## config.mk

```make
export PLATFORM = sky130hd
export DESIGN_NAME = bram_test_seq_flat
export DESIGN_NICKNAME = d
export VERILOG_FILES = /design/src/rtl/bram_test_seq_pkg.sv /design/src/rtl/bram_test_seq_if.sv /design/src/rtl/bram_test_seq_tick_gen.sv /design/src/rtl/bram_test_seq.sv /design/src/flat_wrapper.sv
export SDC_FILE = /design/constraint.sdc
export NUM_CORES = 1
export LEC_CHECK = 0
export BUFFER_PORTS_ARGS = -buffer_cell sky130_fd_sc_hd__buf_4
export CELL_PAD_IN_SITES_DETAIL_PLACEMENT = 1
export CELL_PAD_IN_SITES_GLOBAL_PLACEMENT = 2
export CORE_MARGIN = 3
export CORE_UTILIZATION = 36
export CTS_CLUSTER_DIAMETER = 120
export DETAILED_ROUTE_END_ITERATION = 8
export HOLD_SLACK_MARGIN = 0.08
export PLACE_DENSITY = 0.81
export SYNTH_ARGS = -nofsm -noshare
export SYNTH_HDL_FRONTEND = slang
export SYNTH_SLANG_ARGS = --single-unit
```

## constraint.sdc

```tcl
create_clock -name clk -period 3 [get_ports clk]
set_input_delay 0.15 -clock clk [delete_from_list [all_inputs] [get_ports clk]]
set_output_delay 0.15 -clock clk [all_outputs]
set_load 0.01 [all_outputs]
```

## src/rtl/bram_test_seq_pkg.sv

```systemverilog
// Shared encodings, FSM state type, LFSR taps and pattern helpers for the BRAM test sequencer.
package bts_pkg;

  localparam logic [1:0] MODE_INC   = 2'd0;
  localparam logic [1:0] MODE_WALK  = 2'd1;
  localparam logic [1:0] MODE_CHECK = 2'd2;
  localparam logic [1:0] MODE_LFSR  = 2'd3;

  typedef enum logic [2:0] {
    ST_IDLE,
    ST_WRITE,
    ST_READ,
    ST_CHECK_LAST,
    ST_DONE
  } bts_state_e;

  // Galois (right-shift) masks for maximal-length sequences
  localparam logic [31:0] LFSR_TAP8  = 32'h0000_00B8;
  localparam logic [31:0] LFSR_TAP16 = 32'h0000_B400;
  localparam logic [31:0] LFSR_TAP32 = 32'h8020_0003;

  function automatic logic [31:0] lfsr_tap(input int width);
    case (width)
      8:       lfsr_tap = LFSR_TAP8;
      32:      lfsr_tap = LFSR_TAP32;
      default: lfsr_tap = LFSR_TAP16;
    endcase
  endfunction

  function automatic logic [31:0] lfsr_next(input logic [31:0] l, input int width);
    lfsr_next = l >> 1;
    if (l[0]) lfsr_next = lfsr_next ^ lfsr_tap(width);
  endfunction

  function automatic logic [31:0] pat(input logic [1:0] m, input logic [31:0] i,
                                      input logic [31:0] l, input int width);
    logic [4:0] sh;
    sh = i[4:0] & 5'(width - 1);
    case (m)
      MODE_INC:   pat = i;
      MODE_WALK:  pat = 32'd1 << sh;
      MODE_CHECK: pat = i[0] ? 32'h5555_5555 : 32'hAAAA_AAAA;
      default:    pat = l;
    endcase
  endfunction

endpackage

```

## src/rtl/bram_test_seq_if.sv

```systemverilog
// BRAM dual-port bus between the test sequencer (master) and the memory (slave).
interface bram_test_seq_if #(
   parameter int DATA_W = 16,
   parameter int ADDR_W = 9
);
   logic              en_a;
   logic              we_a;
   logic [ADDR_W-1:0] addr_a;
   logic [DATA_W-1:0] din_a;
   logic              en_b;
   logic              we_b;
   logic [ADDR_W-1:0] addr_b;
   logic [DATA_W-1:0] dout_b;

   modport master (output en_a, we_a, addr_a, din_a, en_b, we_b, addr_b, input dout_b);
   modport slave  (input en_a, we_a, addr_a, din_a, en_b, we_b, addr_b, output dout_b);
endinterface

```

## src/rtl/bram_test_seq_tick_gen.sv

```systemverilog
// Step enable for the sequencer: one-cycle tick every 2**STEP_LOG2 clocks (every clock when 0).
module bts_tick_gen #(
   parameter int STEP_LOG2 = 22
) (
   input  logic clk,
   input  logic rst_n,
   output logic tick
);

   generate
      if (STEP_LOG2 == 0) begin : g_always
         logic unused_clk;
         assign unused_clk = clk ^ rst_n;
         assign tick       = 1'b1;
      end else begin : g_div
         logic [STEP_LOG2-1:0] cnt;
         always_ff @(posedge clk or negedge rst_n) begin
            if (!rst_n) cnt <= '0;
            else        cnt <= cnt + 1'b1;
         end
         assign tick = &cnt;
      end
   endgenerate

endmodule

```

## src/rtl/bram_test_seq.sv

```systemverilog
// BRAM write/readback test sequencer: fill via port A with a pattern, read back via port B, count mismatches.
// Optional macro BTS_ERR_INJECT_EN adds an 'inject' input that corrupts bit 0 of the address-0 write.
module bram_test_seq
   import bts_pkg::*;
#(
   parameter int DATA_W    = 16,
   parameter int ADDR_W    = 9,
   parameter int STEP_LOG2 = 22,
   parameter int ERRC_W    = 8,
   parameter int SEED      = 1
) (
   input  logic              clk,
   input  logic              rst_n,
   input  logic              start,
   input  logic              loop,
   input  logic [1:0]        mode,
`ifdef BTS_ERR_INJECT_EN
   input  logic              inject,
`endif
   bram_test_seq_if.master   bram,
   output logic              busy,
   output logic              done,
   output logic              ok_led,
   output logic [DATA_W-1:0] last_value,
   output logic [ERRC_W-1:0] err_count,
   output logic [ADDR_W-1:0] first_err_addr
);

   localparam logic [ADDR_W-1:0] LAST   = '1;
   localparam logic [DATA_W-1:0] SEED_V = SEED[DATA_W-1:0];

   bts_state_e        state, state_n;
   logic [1:0]        mode_q;
   logic [ADDR_W-1:0] idx;
   logic [DATA_W-1:0] lfsr;
   logic              tick, launch, wr, rd, inj;
   logic              chk_pend;
   logic [DATA_W-1:0] exp_q;
   logic [ADDR_W-1:0] addr_q;
   logic [31:0]       pat_full, lfsr_nx;
   logic [DATA_W-1:0] pat_w;
   logic              unused_hi;

   bts_tick_gen #(.STEP_LOG2(STEP_LOG2)) u_tick (
      .clk   (clk),
      .rst_n (rst_n),
      .tick  (tick)
   );

   assign pat_full  = pat(mode_q, 32'(idx), 32'(lfsr), DATA_W);
   assign lfsr_nx   = lfsr_next(32'(lfsr), DATA_W);
   assign pat_w     = pat_full[DATA_W-1:0];
   assign unused_hi = ^{pat_full, lfsr_nx};

`ifdef BTS_ERR_INJECT_EN
   assign inj = wr && (idx == '0) && inject;
`else
   assign inj = 1'b0;
`endif

   always_ff @(posedge clk or negedge rst_n) begin
      if (!rst_n) state <= ST_IDLE;
      else        state <= state_n;
   end

   // Start leaves IDLE/DONE at once; the first write then waits for the next tick.
   always_comb begin
      state_n = state;
      launch  = 1'b0;
      wr      = 1'b0;
      rd      = 1'b0;
      unique case (state)
         ST_IDLE: if (start) begin
            launch  = 1'b1;
            state_n = ST_WRITE;
         end
         ST_WRITE: if (tick) begin
            wr = 1'b1;
            if (idx == LAST) state_n = ST_READ;
         end
         ST_READ: if (tick) begin
            rd = 1'b1;
            if (idx == LAST) state_n = ST_CHECK_LAST;
         end
         ST_CHECK_LAST: state_n = ST_DONE;
         ST_DONE: if (start || loop) begin
            launch  = 1'b1;
            state_n = ST_WRITE;
         end
         default: state_n = ST_IDLE;
      endcase
   end

   // idx wraps LAST->0 naturally on the final write/read, which is also the state change.
   always_ff @(posedge clk or negedge rst_n) begin
      if (!rst_n) begin
         mode_q   <= MODE_INC;
         idx      <= '0;
         lfsr     <= SEED_V;
         chk_pend <= 1'b0;
         exp_q    <= '0;
         addr_q   <= '0;
      end else begin
         chk_pend <= rd;
         if (launch) begin
            mode_q <= mode;
            idx    <= '0;
            lfsr   <= SEED_V;
         end else if (wr) begin
            idx  <= idx + 1'b1;
            lfsr <= (idx == LAST) ? SEED_V : lfsr_nx[DATA_W-1:0];
         end else if (rd) begin
            idx    <= idx + 1'b1;
            lfsr   <= lfsr_nx[DATA_W-1:0];
            exp_q  <= pat_w;
            addr_q <= idx;
         end
      end
   end

   always_ff @(posedge clk or negedge rst_n) begin
      if (!rst_n) begin
         last_value     <= '0;
         err_count      <= '0;
         first_err_addr <= '0;
      end else if (launch) begin
         err_count      <= '0;
         first_err_addr <= '0;
      end else if (chk_pend) begin
         last_value <= bram.dout_b;
         if (bram.dout_b != exp_q) begin
            if (err_count != '1) err_count <= err_count + 1'b1;
            if (err_count == '0) first_err_addr <= addr_q;
         end
      end
   end

   assign bram.en_a   = wr;
   assign bram.we_a   = wr;
   assign bram.addr_a = idx;
   assign bram.din_a  = wr ? (pat_w ^ {{(DATA_W-1){1'b0}}, inj}) : '0;
   assign bram.en_b   = rd;
   assign bram.we_b   = 1'b0;
   assign bram.addr_b = idx;

   assign busy   = (state == ST_WRITE) || (state == ST_READ);
   assign done   = (state == ST_DONE);
   assign ok_led = done && (err_count == '0);

endmodule

```

## src/flat_wrapper.sv

```systemverilog
// flat-port wrapper written by rule: the top's interface ports become plain ports
module bram_test_seq_flat import bts_pkg::*;
#(
   parameter int DATA_W    = 16,
   parameter int ADDR_W    = 9,
   parameter int STEP_LOG2 = 22,
   parameter int ERRC_W    = 8,
   parameter int SEED      = 1
)
  (clk, rst_n, start, loop, mode, busy, done, ok_led, last_value, err_count, first_err_addr, bram_en_a, bram_we_a, bram_addr_a, bram_din_a, bram_en_b, bram_we_b, bram_addr_b, bram_dout_b);
  bram_test_seq_if #(.DATA_W(DATA_W), .ADDR_W(ADDR_W)) bram_i ();
  input  logic clk;
  input  logic rst_n;
  input  logic start;
  input  logic loop;
  input  logic [1:0] mode;
  output logic busy;
  output logic done;
  output logic ok_led;
  output logic [DATA_W-1:0] last_value;
  output logic [ERRC_W-1:0] err_count;
  output logic [ADDR_W-1:0] first_err_addr;
  output wire logic [$bits(bram_i.en_a)-1:0] bram_en_a;
  output wire logic [$bits(bram_i.we_a)-1:0] bram_we_a;
  output wire logic [$bits(bram_i.addr_a)-1:0] bram_addr_a;
  output wire logic [$bits(bram_i.din_a)-1:0] bram_din_a;
  output wire logic [$bits(bram_i.en_b)-1:0] bram_en_b;
  output wire logic [$bits(bram_i.we_b)-1:0] bram_we_b;
  output wire logic [$bits(bram_i.addr_b)-1:0] bram_addr_b;
  input wire logic [$bits(bram_i.dout_b)-1:0] bram_dout_b;
  assign bram_en_a = bram_i.en_a;
  assign bram_we_a = bram_i.we_a;
  assign bram_addr_a = bram_i.addr_a;
  assign bram_din_a = bram_i.din_a;
  assign bram_en_b = bram_i.en_b;
  assign bram_we_b = bram_i.we_b;
  assign bram_addr_b = bram_i.addr_b;
  assign bram_i.dout_b = bram_dout_b;
  bram_test_seq #(.DATA_W(DATA_W), .ADDR_W(ADDR_W), .STEP_LOG2(STEP_LOG2), .ERRC_W(ERRC_W), .SEED(SEED)) u_core (.clk(clk), .rst_n(rst_n), .start(start), .loop(loop), .mode(mode), .bram(bram_i), .busy(busy), .done(done), .ok_led(ok_led), .last_value(last_value), .err_count(err_count), .first_err_addr(first_err_addr));
endmodule
```

* After elaboration in Yosys (flattened, before gate mapping)
Cells that the tools add are included.
** Word-level totals
- Register bits :: 111
- Input bits :: 22
- Output and inout port bits :: 74
- Word-level logic and storage cells :: 83
** Cells by class
- Add/subtract/negate cells :: 3
- Equality and inequality tests :: 15
- Shifts and indexed selects :: 1
- Multiplexer cells :: 33
- Bitwise logic cells :: 3
- Reductions and logical operators :: 17
** Operators with widths (count)
- $mux 16 :: 8
- $mux 9 :: 7
- $pmux 16 s3 :: 1
- $mux 8 :: 4
- $add 22x1->22 const B :: 1
- $reduce_and 22->1 :: 1
- $mux 3 :: 6
- $ne 16x16->1 :: 1
- $shl 1x4->16 const A :: 1
- $xor 15x16->16 :: 1
- $pmux 3 s5 :: 1
- $add 9x1->9 const B :: 1
- $eq 9x9->1 const B :: 1
- $reduce_and 3->1 :: 3
- $add 8x1->8 const B :: 1
- $logic_not 8->1 :: 1
- $ne 2x1->1 const B :: 4
- $ne 8x8->1 const B :: 1
- $reduce_bool 2->1 :: 4
- $eq 3x2->1 const B :: 2
- $reduce_and 6->1 :: 1
- $mux 1 :: 5
- $ne 2x2->1 const B :: 2
- $eq 3x1->1 const B :: 1
- 11 further kinds :: 13

* Depth between registers and ports, before layout
- Depth after elaboration :: 6
- Gate-level depth with buffers :: 10
- Depth with buffers taken out :: 7

* Cells and area by module
A second synthesis with hierarchy kept.
** Second synthesis, totals
- Cell total of the unflattened synthesis :: 537
- Area, all modules :: 5467.7 µm²
** Modules (own cells, without submodules)
- bram_test_seq :: times used 1, cells an instance 459, area each 4494.3 µm², seq. area each 2228.4 µm²
- bts_tick_gen :: times used 1, cells an instance 78, area each 973.4 µm², seq. area each 550.5 µm²

* Worst setup path before layout
Ideal clock, no wire load.
- Kind :: register to register
- From :: register u_core.idx[3] (netlist: u_core.bram.addr_a[3])
- To :: register u_core.lfsr[10]
- Library setup time :: 65 ps
- Data arrival time :: 2151 ps
- Required time :: 2935 ps
- Setup slack :: 783 ps
- Stages on the path, launching flop included :: 11
- Buffers on the path :: 3
- Period minus slack after synthesis :: 2217 ps
- Cell sequence :: dfrtp_1 clkbuf_1 and3_1 and3_1 and3_1 ha_1 o21ai_0 and4b_1 clkbuf_1 buf_2 a22o_1
** On the way
- Word-level cells in the longest chain between the ends :: 4
** Ends and longest elaborated chain
- from (decl) :: RTL line bram_test_seq.sv:34 : logic [ADDR_W-1:0] idx;
- from (signal assigned) :: RTL line bram_test_seq.sv:110 : idx <= idx + 1'b1;
- from (signal assigned) :: RTL line bram_test_seq.sv:113 : idx <= idx + 1'b1;
- $eq 9x9->1 :: RTL line bram_test_seq.sv:111 : lfsr <= (idx == LAST) ? SEED_V : lfsr_nx[DATA_W-1:0];
- $mux 16 :: RTL line bram_test_seq.sv:111
- $mux 16 :: RTL line bram_test_seq.sv:109 : end else if (wr) begin
- $mux 16 :: RTL line bram_test_seq.sv:105 : if (launch) begin
- to (signal assigned) :: RTL line bram_test_seq.sv:111
- to (signal assigned) :: RTL line bram_test_seq.sv:114 : lfsr <= lfsr_nx[DATA_W-1:0];
- to (decl) :: RTL line bram_test_seq.sv:35 : logic [DATA_W-1:0] lfsr;
Every way passes these cells.
A chain may end at the register's enable or synchronous reset.

* Worst setup path in the final report
- From :: register u_core.u_tick.g_div.cnt[2]
- To :: output bram_din_a[7]
** On the way
- Word-level cells in the longest chain between the ends :: 4
** Ends and longest elaborated chain
- from (decl) :: RTL line bram_test_seq_tick_gen.sv:16 : logic [STEP_LOG2-1:0] cnt;
- from (signal assigned) :: RTL line bram_test_seq_tick_gen.sv:19 : else cnt <= cnt + 1'b1;
- $reduce_and 22->1 :: RTL line bram_test_seq_tick_gen.sv:21 : assign tick = &cnt;
- $mux 1 :: RTL line bram_test_seq.sv:77 : ST_WRITE: if (tick) begin
- $mux 1 :: RTL line bram_test_seq.sv:72 : unique case (state)
- $mux 16 :: RTL line bram_test_seq.sv:141 : assign bram.din_a = wr ? (pat_w ^ {{(DATA_W-1){1'b0}}, inj}) : '0;
- to (decl) :: RTL line flat_wrapper.sv:26 : output wire logic [$bits(bram_i.din_a)-1:0] bram_din_a;
Every way passes these cells.

==> flow_metrics.env <==
export IMPL_hpwl_um=11000
export IMPL_synth_compound_area_share_pct=13.8
export IMPL_h_tree_depth=3
export IMPL_synth_top_area_share_pct=49.8
export IMPL_yosysMostFrequentCell="dfrtp_1"
export IMPL_initial_core_util_pct=37.5
export IMPL_critPathCaptureType="primary output"
export IMPL_yosysSeqAreaShare_pct=50.2
export IMPL_overflow=0
export IMPL_finalWirelength_um=15000
export IMPL_die_area_mm2=0.0169
export IMPL_grt_max_degree=68
export IMPL_hp_class="in -> reg"
export IMPL_synthToLayoutAreaGrowth_pct=23.5
export IMPL_ys_ff_latch=111
export IMPL_synth_fa_ha_area_share_pct=2.04
export IMPL_final_area_mm2=0.00683
export IMPL_drv_slew=0
export IMPL_ctsHoldBuffers=21
export IMPL_grt_total_usage_pct=18.5
export IMPL_finalNetCount=665
export IMPL_critPathTopFamily="simple AND/OR/NAND/NOR gates"
export IMPL_min_path_cells=5
export IMPL_postCtsResizedCells=0
export IMPL_max_freq_mhz=360
export IMPL_synth_xor_area_share_pct=6.33
export IMPL_syn_area_mm2=0.00553
export IMPL_startpoint_type="flop"
export IMPL_synth_warnings=0
export IMPL_finClkSkew_ns=0.00842
export IMPL_synth_cell_types=51
export IMPL_fin_crit_ns=2.78
export IMPL_worstSetupPathDepth=6
export IMPL_peakVddDrop_mv=0.333
export IMPL_tns_ns=0
export IMPL_reg2reg_depth=7
export IMPL_rsz0062_at_grt="no"
export IMPL_drive_above_1_share_pct=24.4
export IMPL_ant_nets=0
export IMPL_drc=0
export IMPL_p_per_area_mw_per_mm2=455
export IMPL_synth_top_cell_by_area="dfrtp_1"
export IMPL_die_x_um=130
export IMPL_outcome="finished clean"
export IMPL_reg2reg_slack_ns=0.51
export IMPL_synth_mux_area_share_pct=5.84
export IMPL_cts_tree="done"
export IMPL_fin_util_pct=46.3
export IMPL_maxCapViolations=0
export IMPL_p_leak_nw=3.22
export IMPL_finalSetupViolCount=0
export IMPL_post_cts_setup_buffer_count=0
export IMPL_synthSimpleGateAreaFrac_pct=16.8
export IMPL_hold_viol=0
export IMPL_max_stage_delay_ns=0.56
export IMPL_synth_edff_count=0
export IMPL_synth_avg_cell_area_um2=10.3
export IMPL_crit_type="reg -> out"
export IMPL_synth_top_family_by_area="simple AND/OR/NAND/NOR gates"
export IMPL_vias=4424
export IMPL_drt_wirelength_per_cell_um=18.3
export IMPL_crit_buf_inv=1
export IMPL_cp_slowest_cell="or4_1"
export IMPL_diodes=0
export IMPL_core_region_area_mm2=0.0148
export IMPL_grt_pass1_vias=4606
export IMPL_synth_area_leaders="dfrtp_1 (50%), mux2_2 (5.3%), xnor2_1 (5.1%)"
export IMPL_clockRootBuffer="clkbuf_16"
export IMPL_clkSlewWorstSetupHoldPaths_ns=0.07
export IMPL_numCtsBuffers=9
export IMPL_synthFlopType="dfrtp_1"
export IMPL_finalCritPeriodShare_pct=92.5
export IMPL_cp_arrival_ns=2.63
export IMPL_antenna_found_initial=0
export IMPL_placed_area_mm2=0.00634
export IMPL_tightest_slew_ns=0.889
export IMPL_rows=44
export IMPL_place_gp_congestion=0.760
export IMPL_num_io_pins=96
export IMPL_clk_insertion_delay_late_ns=0.36
export IMPL_synthesis_nets=569
export IMPL_viasPerCell=5.38
export IMPL_total_power_mw=3.10
export IMPL_crit_chain="and4_1 > nand2_1 > or4_1 > or2_1 > nor2_1 > buf_4"
export IMPL_synthesis_instances=538
export IMPL_io_buffers=94
export IMPL_drtPass1Iterations=4
export IMPL_grt_first_pass_wirelength_um=24400
export IMPL_critPathMaxFanout=17
export IMPL_detail_route_iter0_violations=216
export IMPL_cts_sinks=111
export IMPL_required_ns=2.85
export IMPL_dieHeight_um=130
export IMPL_holdWs_ns=0.420
export IMPL_synthArstFlopShare_pct=100
export IMPL_clock_path_buffers=2
export IMPL_netlist_top_cells_count="dfrtp_1 (110), nand2_1 (68), xnor2_1 (32)"
export IMPL_maxSlewHeadroom_pct=40.7
[metal layers]
metal / global-route usage, % / share of wire, % / up-vias / wire length (um)
li1: - / - / 2115 / -
met1: 23.9 / 45 / 2225 / 6820
met2: 31.5 / 50 / 71 / 7460
met3: 4.18 / 3.9 / 13 / 594
met4: 4.40 / 1.1 / 0 / 172
met5: 0 / 0 / - / 0
[worst reg2reg max path, delay by kind of cell, from the launching register on]
kind | cells | cell delay [ns]
simple gates | 4 | 1.29
flops | 1 | 0.53
compound gates | 2 | 0.42
fa+ha+maj | 1 | 0.19
[per-stage QoR]
stage,setup WS (ns),cells
floorplan,0.783,538
global route,0.00772,823
finish,0.225,823
detailed placement,0.536,786
global placement,0.644,786
CTS,0.189,823
[area by class of cell]
cell class,instances,area (um2)
fillers,1666,7930
flip-flops and latches,111,2780
multi-input cells,373,2490
repair buffers,127,1010
well taps,184,230
clock buffers,9,225
clock inverters,7,48.8
inverters,12,45.0
[power breakdown]
group,switching [mW],internal [mW],total [mW],leakage (nW)
combinational,0.249,0.160,0.409,1.57
clock,0.564,0.565,1.13,0.129
sequential,0.0557,1.51,1.57,1.52
total,0.868,2.24,3.10,3.22
[final timing paths]
path | from | endpoint
setup / recovery | u_core.u_tick.g_div.cnt[2] | bram_din_a[7]
hold / removal | loop | u_core.err_count[6]
setup reg to reg | u_core.bram.addr_a[2] | u_core.lfsr[10]
hold reg to reg | u_core.u_tick.g_div.cnt[19] | u_core.u_tick.g_div.cnt[19]
max in group asynchronous | rst_n | u_core.lfsr[0]
min in group asynchronous | rst_n | u_core.err_count[0]
[cell usage in the layout (no fill, tap or decap), types with 11 or more instances in the layout]
cell,count
dlygate4sd3_1,21
a22o_1,15
nand3_1,21
mux2_2,26
nand2_1,68
nand4_1,13
o31ai_1,14
or4_1,11
o211ai_1,16
nor2_1,26
inv_1,11
dfrtp_1,110
o21ai_0,26
a21oi_1,14
buf_4,106
xnor2_1,32
[flip-flops by register name, summed over array words and instances, names as in the netlist]
signal and count:
u_core.lfsr 16, u_core.err_count 8, u_core.state 3, u_core.addr_q 9
u_core.first_err_addr 9, u_core.chk_pend 1, u_core.last_value 16, u_core.u_tick.g_div.cnt 22
u_core.mode_q 2, u_core.exp_q 16, u_core.bram.addr_a 9
[logic make-up after synthesis]
kind of cell | Yosys count
AO/OA/AOI/OAI | 112
XOR/XNOR | 40
adder cells (fa/ha/maj) | 9
buffers and inverters | 54
flip-flops | 111
multiplexers | 29
other | 1
AND/OR/NAND/NOR | 182
(Power assumes the default switching activity.)
